===== config.mk =====
export PLATFORM = sky130hd
export DESIGN_NAME = mdio_arbiter_flat
export DESIGN_NICKNAME = d
export VERILOG_FILES = /design/src/rtl/mdio_arbiter_if.sv /design/src/rtl/mdio_arbiter.sv /design/src/flat_wrapper.sv
export SDC_FILE = /design/constraint.sdc
export NUM_CORES = 1
export LEC_CHECK = 0
export ABC_AREA = 1
export CAP_MARGIN = 10
export CORE_MARGIN = 3
export CORE_UTILIZATION = 40
export DETAILED_ROUTE_END_ITERATION = 6
export PLACE_DENSITY_LB_ADDON = 0.2
export SYNTH_ARGS = -nofsm -noshare
export SYNTH_HDL_FRONTEND = slang
export SYNTH_SLANG_ARGS = --single-unit

===== constraint.sdc =====
create_clock -name clk -period 2.9 [get_ports clk]
set_clock_uncertainty 0.2 [all_clocks]
set_input_delay 0.435 -clock clk [delete_from_list [all_inputs] [get_ports clk]]
set_output_delay 0.435 -clock clk [all_outputs]
set_load 0.005 [all_outputs]

===== src/rtl/mdio_arbiter_if.sv =====
// Controller-side bus between mdio_arbiter and the MDIO management controller.
//   activado     : controller enable, high for the whole transaction
//   mdio_start   : 1-cycle start pulse
//   t_data       : 32-bit Clause-22 frame
//   mdio_done    : controller completion pulse
//   ctrl_rd_data : controller read data, valid with mdio_done
// master = arbiter side, slave = controller side.
interface mdio_arbiter_if;
  localparam int unsigned FRAME_W = 32;
  localparam int unsigned DATA_W  = 16;

  logic               activado;
  logic               mdio_start;
  logic [FRAME_W-1:0] t_data;
  logic               mdio_done;
  logic [DATA_W-1:0]  ctrl_rd_data;

  modport master (
    output activado, mdio_start, t_data,
    input  mdio_done, ctrl_rd_data
  );

  modport slave (
    input  activado, mdio_start, t_data,
    output mdio_done, ctrl_rd_data
  );
endinterface


===== src/rtl/mdio_arbiter.sv =====
// Round-robin arbiter sharing one MDIO management controller between N_REQ
// requesters. Builds the Clause-22 frame, pulses mdio_start, waits for
// mdio_done and returns done/err/rd_data to the winning requester.
// Ports:
//   clk, reset (synchronous, active-high)
//   req/req_op/req_phy/req_reg/req_wdata : per-requester request and fields
//   gnt, done (one-hot pulses), err, rd_data, busy : requester side
//   mdio (mdio_arbiter_if.master) : controller start/done interface
// Optional: define MDIO_TIMEOUT_EN to abort a transaction after TIMEOUT_CYC
// WAIT cycles without mdio_done.
module mdio_arbiter #(
  parameter int unsigned N_REQ       = 4,
  parameter int unsigned TIMEOUT_CYC = 1024
) (
  input  logic                  clk,
  input  logic                  reset,
  input  logic [N_REQ-1:0]      req,
  input  logic [2*N_REQ-1:0]    req_op,
  input  logic [5*N_REQ-1:0]    req_phy,
  input  logic [5*N_REQ-1:0]    req_reg,
  input  logic [16*N_REQ-1:0]   req_wdata,
  output logic [N_REQ-1:0]      gnt,
  output logic [N_REQ-1:0]      done,
  output logic                  err,
  output logic [15:0]           rd_data,
  output logic                  busy,
  mdio_arbiter_if.master        mdio
);

  localparam int unsigned IDX_W = $clog2(N_REQ);
  localparam logic [1:0]  OP_WR = 2'b01;
  localparam logic [1:0]  OP_RD = 2'b10;

  // Parameter sanity check at elaboration.
  if (N_REQ < 2 || N_REQ > 8 || TIMEOUT_CYC < 2) begin : g_bad_param
    $error("mdio_arbiter: N_REQ must be 2..8 and TIMEOUT_CYC >= 2");
  end

  typedef enum logic [1:0] {IDLE, WAIT, GAP} state_e;

  state_e             state_q, state_d;
  logic [IDX_W-1:0]   ptr_q, ptr_d;
  logic [IDX_W-1:0]   idx_q, idx_d;
  logic               rd_q, rd_d;
  logic [N_REQ-1:0]   gnt_q, gnt_d;
  logic [N_REQ-1:0]   done_q, done_d;
  logic               err_q, err_d;
  logic [15:0]        rd_data_q, rd_data_d;
  logic               busy_q, busy_d;
  logic               act_q, act_d;
  logic               start_q, start_d;
  logic [31:0]        t_data_q, t_data_d;

`ifdef MDIO_TIMEOUT_EN
  localparam int unsigned CNT_W = (TIMEOUT_CYC > 1) ? $clog2(TIMEOUT_CYC) : 1;
  logic [CNT_W-1:0]   cnt_q, cnt_d;
`endif

  // Round-robin pick: first set req bit searching upward from ptr with wrap.
  logic               found_c;
  logic [IDX_W-1:0]   win_c;
  logic [IDX_W-1:0]   ptr_next_c;
  logic [1:0]         op_c;
  logic [4:0]         phy_c;
  logic [4:0]         reg_c;
  logic [15:0]        wdata_c;

  always_comb begin : rr_pick
    found_c = 1'b0;
    win_c   = ptr_q;
    for (int k = 0; k < int'(N_REQ); k++) begin
      int j;
      j = int'(ptr_q) + k;
      if (j >= int'(N_REQ)) j = j - int'(N_REQ);
      if (!found_c && req[IDX_W'(j)]) begin
        found_c = 1'b1;
        win_c   = IDX_W'(j);
      end
    end
    ptr_next_c = (win_c == IDX_W'(N_REQ - 1)) ? '0 : win_c + 1'b1;
    op_c       = req_op[2*win_c +: 2];
    phy_c      = req_phy[5*win_c +: 5];
    reg_c      = req_reg[5*win_c +: 5];
    wdata_c    = req_wdata[16*win_c +: 16];
  end

  // Next-state and registered-output logic.
  always_comb begin : fsm_next
    state_d   = state_q;
    ptr_d     = ptr_q;
    idx_d     = idx_q;
    rd_d      = rd_q;
    gnt_d     = '0;
    done_d    = '0;
    err_d     = 1'b0;
    rd_data_d = rd_data_q;
    busy_d    = busy_q;
    act_d     = act_q;
    start_d   = 1'b0;
    t_data_d  = t_data_q;
`ifdef MDIO_TIMEOUT_EN
    cnt_d     = cnt_q;
`endif

    unique case (state_q)
      IDLE: begin
        if (found_c) begin
          gnt_d    = N_REQ'(1) << win_c;
          busy_d   = 1'b1;
          ptr_d    = ptr_next_c;
          idx_d    = win_c;
          rd_d     = (op_c == OP_RD);
          t_data_d = {2'b01, op_c, phy_c, reg_c, 2'b10,
                      (op_c == OP_WR) ? wdata_c : 16'h0000};
`ifdef MDIO_TIMEOUT_EN
          cnt_d    = '0;
`endif
          if (op_c == OP_WR || op_c == OP_RD) begin
            start_d = 1'b1;
            act_d   = 1'b1;
            state_d = WAIT;
          end else begin
            state_d = GAP;
          end
        end
      end

      // mdio_done is ignored while the start pulse is still high.
      WAIT: begin
        if (!start_q && mdio.mdio_done) begin
          done_d  = N_REQ'(1) << idx_q;
          act_d   = 1'b0;
          if (rd_q) rd_data_d = mdio.ctrl_rd_data;
          state_d = GAP;
        end
`ifdef MDIO_TIMEOUT_EN
        else if (cnt_q == CNT_W'(TIMEOUT_CYC - 1)) begin
          done_d  = N_REQ'(1) << idx_q;
          err_d   = 1'b1;
          act_d   = 1'b0;
          state_d = GAP;
        end else begin
          cnt_d   = cnt_q + 1'b1;
        end
`endif
      end

      // A bad opcode enters GAP with done still low: raise done/err first,
      // then spend the normal one-cycle done window here.
      GAP: begin
        if (done_q == '0) begin
          done_d = N_REQ'(1) << idx_q;
          err_d  = 1'b1;
        end else begin
          busy_d  = 1'b0;
          state_d = IDLE;
        end
      end

      default: state_d = IDLE;
    endcase
  end

  // State and output registers.
  always_ff @(posedge clk) begin : regs
    if (reset) begin
      state_q   <= IDLE;
      ptr_q     <= '0;
      idx_q     <= '0;
      rd_q      <= 1'b0;
      gnt_q     <= '0;
      done_q    <= '0;
      err_q     <= 1'b0;
      rd_data_q <= '0;
      busy_q    <= 1'b0;
      act_q     <= 1'b0;
      start_q   <= 1'b0;
      t_data_q  <= '0;
`ifdef MDIO_TIMEOUT_EN
      cnt_q     <= '0;
`endif
    end else begin
      state_q   <= state_d;
      ptr_q     <= ptr_d;
      idx_q     <= idx_d;
      rd_q      <= rd_d;
      gnt_q     <= gnt_d;
      done_q    <= done_d;
      err_q     <= err_d;
      rd_data_q <= rd_data_d;
      busy_q    <= busy_d;
      act_q     <= act_d;
      start_q   <= start_d;
      t_data_q  <= t_data_d;
`ifdef MDIO_TIMEOUT_EN
      cnt_q     <= cnt_d;
`endif
    end
  end

  assign gnt             = gnt_q;
  assign done            = done_q;
  assign err             = err_q;
  assign rd_data         = rd_data_q;
  assign busy            = busy_q;
  assign mdio.activado   = act_q;
  assign mdio.mdio_start = start_q;
  assign mdio.t_data     = t_data_q;

endmodule


===== src/flat_wrapper.sv =====
// flat-port wrapper written by rule: the top's interface ports become plain ports
module mdio_arbiter_flat 
#(
  parameter int unsigned N_REQ       = 4,
  parameter int unsigned TIMEOUT_CYC = 1024
)
  (clk, reset, req, req_op, req_phy, req_reg, req_wdata, gnt, done, err, rd_data, busy, mdio_activado, mdio_mdio_start, mdio_t_data, mdio_mdio_done, mdio_ctrl_rd_data);
  mdio_arbiter_if mdio_i ();
  input  logic clk;
  input  logic reset;
  input  logic [N_REQ-1:0] req;
  input  logic [2*N_REQ-1:0] req_op;
  input  logic [5*N_REQ-1:0] req_phy;
  input  logic [5*N_REQ-1:0] req_reg;
  input  logic [16*N_REQ-1:0] req_wdata;
  output logic [N_REQ-1:0] gnt;
  output logic [N_REQ-1:0] done;
  output logic err;
  output logic [15:0] rd_data;
  output logic busy;
  output wire logic [$bits(mdio_i.activado)-1:0] mdio_activado;
  output wire logic [$bits(mdio_i.mdio_start)-1:0] mdio_mdio_start;
  output wire logic [$bits(mdio_i.t_data)-1:0] mdio_t_data;
  input wire logic [$bits(mdio_i.mdio_done)-1:0] mdio_mdio_done;
  input wire logic [$bits(mdio_i.ctrl_rd_data)-1:0] mdio_ctrl_rd_data;
  assign mdio_activado = mdio_i.activado;
  assign mdio_mdio_start = mdio_i.mdio_start;
  assign mdio_t_data = mdio_i.t_data;
  assign mdio_i.mdio_done = mdio_mdio_done;
  assign mdio_i.ctrl_rd_data = mdio_ctrl_rd_data;
  mdio_arbiter #(.N_REQ(N_REQ), .TIMEOUT_CYC(TIMEOUT_CYC)) u_core (.clk(clk), .reset(reset), .req(req), .req_op(req_op), .req_phy(req_phy), .req_reg(req_reg), .req_wdata(req_wdata), .gnt(gnt), .done(done), .err(err), .rd_data(rd_data), .busy(busy), .mdio(mdio_i));
endmodule

## Word-level counts from Yosys, hierarchy flattened

Cells that the tools add are included.

| word-level totals | value |
|---|---|
| input bits | 135 |
| memories | 0 |
| ROM bits | 0 |
| bits in writable memories | 0 |
| word-level logic and storage cells | 110 |
| register bits after elaboration | 65 |
| output and inout port bits | 60 |
| latch bits | 0 |

| operators by class | value |
|---|---|
| equal/unequal tests | 9 |
| shifts and indexed selects | 6 |
| bitwise operators | 3 |
| $lt $le $gt $ge | 8 |
| add/sub/neg operators | 8 |
| reductions and logical operators | 20 |
| $mul | 1 |
| multiplexer cells | 43 |
| div/mod/pow operators | 0 |

Operator list:

| operator | number |
|---|---|
| $shiftx 64x7->16 | 1 |
| $shiftx 20x6->5 | 2 |
| $mux 2 | 13 |
| $mux 1 | 19 |
| $lt 2x4->1 const B | 4 |
| $mux 16 | 1 |
| $ge 3x3->1 const B | 3 |
| $reduce_and 3->1 | 3 |
| $bmux 1 s2 | 4 |
| $mux 4 | 2 |
| $pmux 4 s2 | 1 |
| $shiftx 8x4->2 | 1 |
| $shl 1x2->4 const A | 2 |
| $sub 2x1->2 const B | 4 |
| $add 2x2->3 const B | 2 |
| $eq 2x2->1 const B | 3 |
| $ne 2x1->1 const B | 3 |
| $pmux 2 s3 | 1 |
| $mul 3x2->5 const A | 1 |
| $eq 2x1->1 const B | 2 |
| $logic_and 1x1->1 | 4 |
| $logic_not 1->1 | 4 |
| $logic_not 4->1 | 1 |
| $pmux 1 s2 | 2 |
| 12 further kinds | 15 |

## Logic depth before layout (Yosys ltp)

| depth | value |
|---|---|
| depth in word-level cells | 21 |
| mapped depth | 23 |
| gate-level depth less buffers | 21 |

## Least setup slack after synthesis

Ideal clock, no wire load.

| timing | value |
|---|---|
| kind | register to register |
| start point | reg u_core.ptr_q[0] |
| end point | reg u_core.act_q (netlist: u_core.mdio.activado) |
| period minus slack after synthesis | 2.640 ns |
| cell stages (with the launch flop) | 22 |
| setup slack | 0.260 ns |
| buffers on the path | 2 |
| data arrival time | 2.320 ns |
| cell sequence | dfxtp_1 -> buf_4 -> nand2_1 -> nand2_1 -> nand2_1 -> nand2_1 -> nand2_1 -> nor2_4 -> nand3_2 -> nand2_2 -> buf_6 -> nand2_1 -> nand2_1 -> nand2_1 -> nand2_1 -> inv_1 -> ha_1 -> nand2_1 -> o21a_1 -> nand3_1 -> o21ai_0 -> a21oi_1 |

| on the way | value |
|---|---|
| cells in the longest elaborated chain, start to end | 20 |
| elaborated cells between the ends (all ways) | 48 |
| those cells by class | add/sub: 7; order compare: 4; eq/ne: 4; shift: 1; mux: 24; reduce/logical: 8 |

Ends and longest elaborated chain:

| item | line | text |
|---|---|---|
| from (decl) | mdio_arbiter.sv:42 | `logic [IDX_W-1:0] ptr_q, ptr_d;` |
| from (signal assigned) | mdio_arbiter.sv:184 | `ptr_q <= ptr_d;` |
| parallel branches: the longest is 14 deep, another holds $add 2x1->3 | - |  |
| $mux 2 (*) | mdio_arbiter.sv:75 | `if (!found_c && req[IDX_W'(j)]) begin` |
| $shiftx 8x4->2 (*) | mdio_arbiter.sv:81 | `op_c = req_op[2*win_c +: 2];` |
| named net u_core.op_c[1] | mdio_arbiter.sv:63 | `logic [1:0] op_c;` |
| $eq 2x1->1 or $eq 2x2->1 (tied branches) | mdio_arbiter.sv:118 | `if (op_c == OP_WR \|\| op_c == OP_RD) begin` |
| $logic_or 1x1->1 (*) | mdio_arbiter.sv:118 |  |
| $ne 2x1->1 (no line) (*) | - |  |
| $reduce_and 4->1 (no line) (*) | - |  |
| to (signal assigned) | mdio_arbiter.sv:192 | `act_q <= act_d;` |
| to (decl) | mdio_arbiter.sv:50 | `logic act_q, act_d;` |

Mark *: on every way through the listed nets, which the timed path passes. The select of a mux whose other input is x is not followed.
A chain may end at the register's enable or synchronous reset.

## Worst setup path in the final report

Ends and elaborated chain as after synthesis.

==> metrics.cfg <==
[clock_tree]
clock_tree.root_cell=clkbuf_8
clk_path_buf_depth=2
numCtsBuffers=9
clkTransAtPathRegs_ns=0.07
cts.sinks=64
htreeDepth=3
cts_tree=done
insertion_delay_ns=0.33

[yosys]
synth_cell_types=29
ys_seq_elements=64
yosys_warnings=0
syn_avg_cell_area_um2=6.59
synth_seq_area_share=0.343
syn_inst=567
syn_area_um2=3730

[global_routing]
track_usage=0.232
grt_max_degree=53
grt_pass1_vias=4261
grt_pass1_wl_um=19500
antenna_found_initial=0
overflow=0

[worst_setup_path]
path_delay_family=simple AND/OR/NAND/NOR gates
crit_path_frequent_cell=nand2_1
critPathRequiredTime_ns=2.92
critPathArrivalTime_ns=2.79
cp_cell_sequence=buf_8 -> nand2_1 -> nand2_2 -> nand2_1 -> nand2_1 -> nand2_1 -> nor2_4 -> nand3_4 -> buf_4 -> nand3_1 -> nand2_1 -> nand2_1 -> nand2_1 -> inv_1 -> ha_1 -> nand2_1 -> o21a_1 -> nand3_1 -> o21ai_1 -> a21oi_1
slowest_delay_ns=0.42
critPathCaptureType=flip-flop
crit_buf_inv=3
crit_slowest_cell=dfxtp_4
crit_fanout=5
start_kind=flip-flop
crit_type=flip-flop to flip-flop

[flow_run]
maxCapViolations=0

[drt]
via_per_inst=5.05
final_antenna_net_count=0
drc=0
wl_per_cell_um=14.2
vias=4413
dr.pass1.iters=4
routed_wl_um=12500
drt_iter0_drc=217

[place]
port_buffers=192
dp_cells=850
place_ws_ns=-0.258
dp_hpwl_um=9330
gp_congestion=0.818

[power_and_ir_drop]
p_leak_nw=2.70
ir_drop_v=0.000567
powerDensity_nw_per_um2=958

[timing]
fmax_ghz=0.362
finalHoldWorstSlack_ns=0.241
setup-violations-final=0
maxSlewViolCount=0
final-hold-violation-count=0
worst_pin_slew_ns=0.545
slew_headroom=0.637
fin_crit_ns=2.76
period_share=0.953
worst_slack_ns=0.135
tns_ns=0

[status]
status=finished, final reports clean

[hold_path]
min_path_type=flip-flop to flip-flop

[die]
boundaryPins=195
die_area_um2=10500
core_area_um2=8890
initial_core_util=0.420
die_h_um=103
num_rows=34
die_w_um=103

[layout]
utilization=0.674
syn_to_final_growth_pct=60.3
antenna_cells=0
nNetsFinal=901
final_cell_mix=clkdlybuf4s50_1 (188), nand2_1 (175), nand3_1 (157)
layout.cells.non_filler=874
layout_commonest_cell=clkdlybuf4s50_1
drive_above_1_share=0.0992

cell type report:
class	instances	area, um2
fillers	778	2900
repair buffers	222	2180
clock inverters	6	42.5
clock buffers	10	138
well taps	108	135
inverters	48	193
flip-flops and latches	64	1290
multi-input cells	416	2010
state kept, by name, summed over array words and instances, names as in the netlist:
signal	flops
u_core.done	4
u_core.mdio.t_data	29
u_core.rd_q	1
u_core.state_q	2
u_core.idx_q	2
u_core.mdio.activado	1
u_core.busy	1
u_core.gnt	4
u_core.ptr_q	2
u_core.rd_data	16
u_core.mdio.mdio_start	1
u_core.err	1
worst reg2reg max path, cell delays in order (launching register included):
cell and delay (ns):
dfxtp_4 0.42, buf_8 0.13, nand2_1 0.06, nand2_2 0.09, nand2_1 0.06, nand2_1 0.10
nand2_1 0.10, nor2_4 0.15, nand3_4 0.10, buf_4 0.16, nand3_1 0.07, nand2_1 0.07
nand2_1 0.08, nand2_1 0.07, inv_1 0.05, ha_1 0.23, nand2_1 0.10, o21a_1 0.12
nand3_1 0.10, o21ai_1 0.15, a21oi_1 0.05
power breakdown:
part           total (mW)  internal, mW  switching (mW)
logic                3.77          1.61            2.15
registers            1.27          1.13           0.143
clock network       0.698         0.335           0.363
total                5.73          3.07            2.66
what timing repair did:
action	4_1_cts	5_1_grt
gates resized for setup	0	26
hold buffers	0	0
setup endpoints to repair	0	19
setup buffers	0	7
synthesized netlist by cell type (all sizes together):
library cell	count	area, um2
buf	34	288
o211a	1	10.0
inv	48	185
nand3	161	816
conb	1	3.75
a21oi	19	95.1
nor3	1	5.00
nor2	16	103
nor4	1	6.26
a22o	1	8.76
nand2	185	717
o21ai	20	104
nand3b	1	7.51
dfxtp	64	1280
o22ai	2	12.5
ha	5	62.6
o21a	1	7.51
clkbuf	6	22.5
worst paths after layout:
check	start	end	slack (ns)	depth (start not counted)
setup / recovery	u_core.ptr_q[0]	u_core.mdio.activado	0.14	20
hold / removal	u_core.idx_q[0]	u_core.done[2]	0.24	1
setup reg to reg	u_core.ptr_q[0]	u_core.mdio.activado	0.14	20
hold reg to reg	u_core.idx_q[0]	u_core.done[2]	0.24	1
per-layer routing:
metal | GRT usage | wire [um]
met1 | 0.255 | 4770
met5 | 0 | 0
met4 | 0.0827 | 248
met3 | 0.0704 | 1030
met2 | 0.421 | 6400
per-stage QoR:
stage          area [um2]  power (mW)
6_report             5990        5.73
3_5_place_dp         5650        4.82
5_1_grt              5990        6.29
3_3_place_gp         5650        4.76
4_1_cts              5830        5.55
2_1_floorplan        3740        3.75
cells by family after synthesis:
kind of cell,Yosys count,share of synthesized area
compound gates,44,0.0637
fa+ha+maj,5,0.0168
buf+inv,88,0.133
flops,64,0.343
other cells,1,0.00100
simple gates,365,0.443
No activity file was read; power rests on OpenSTA's default activity.
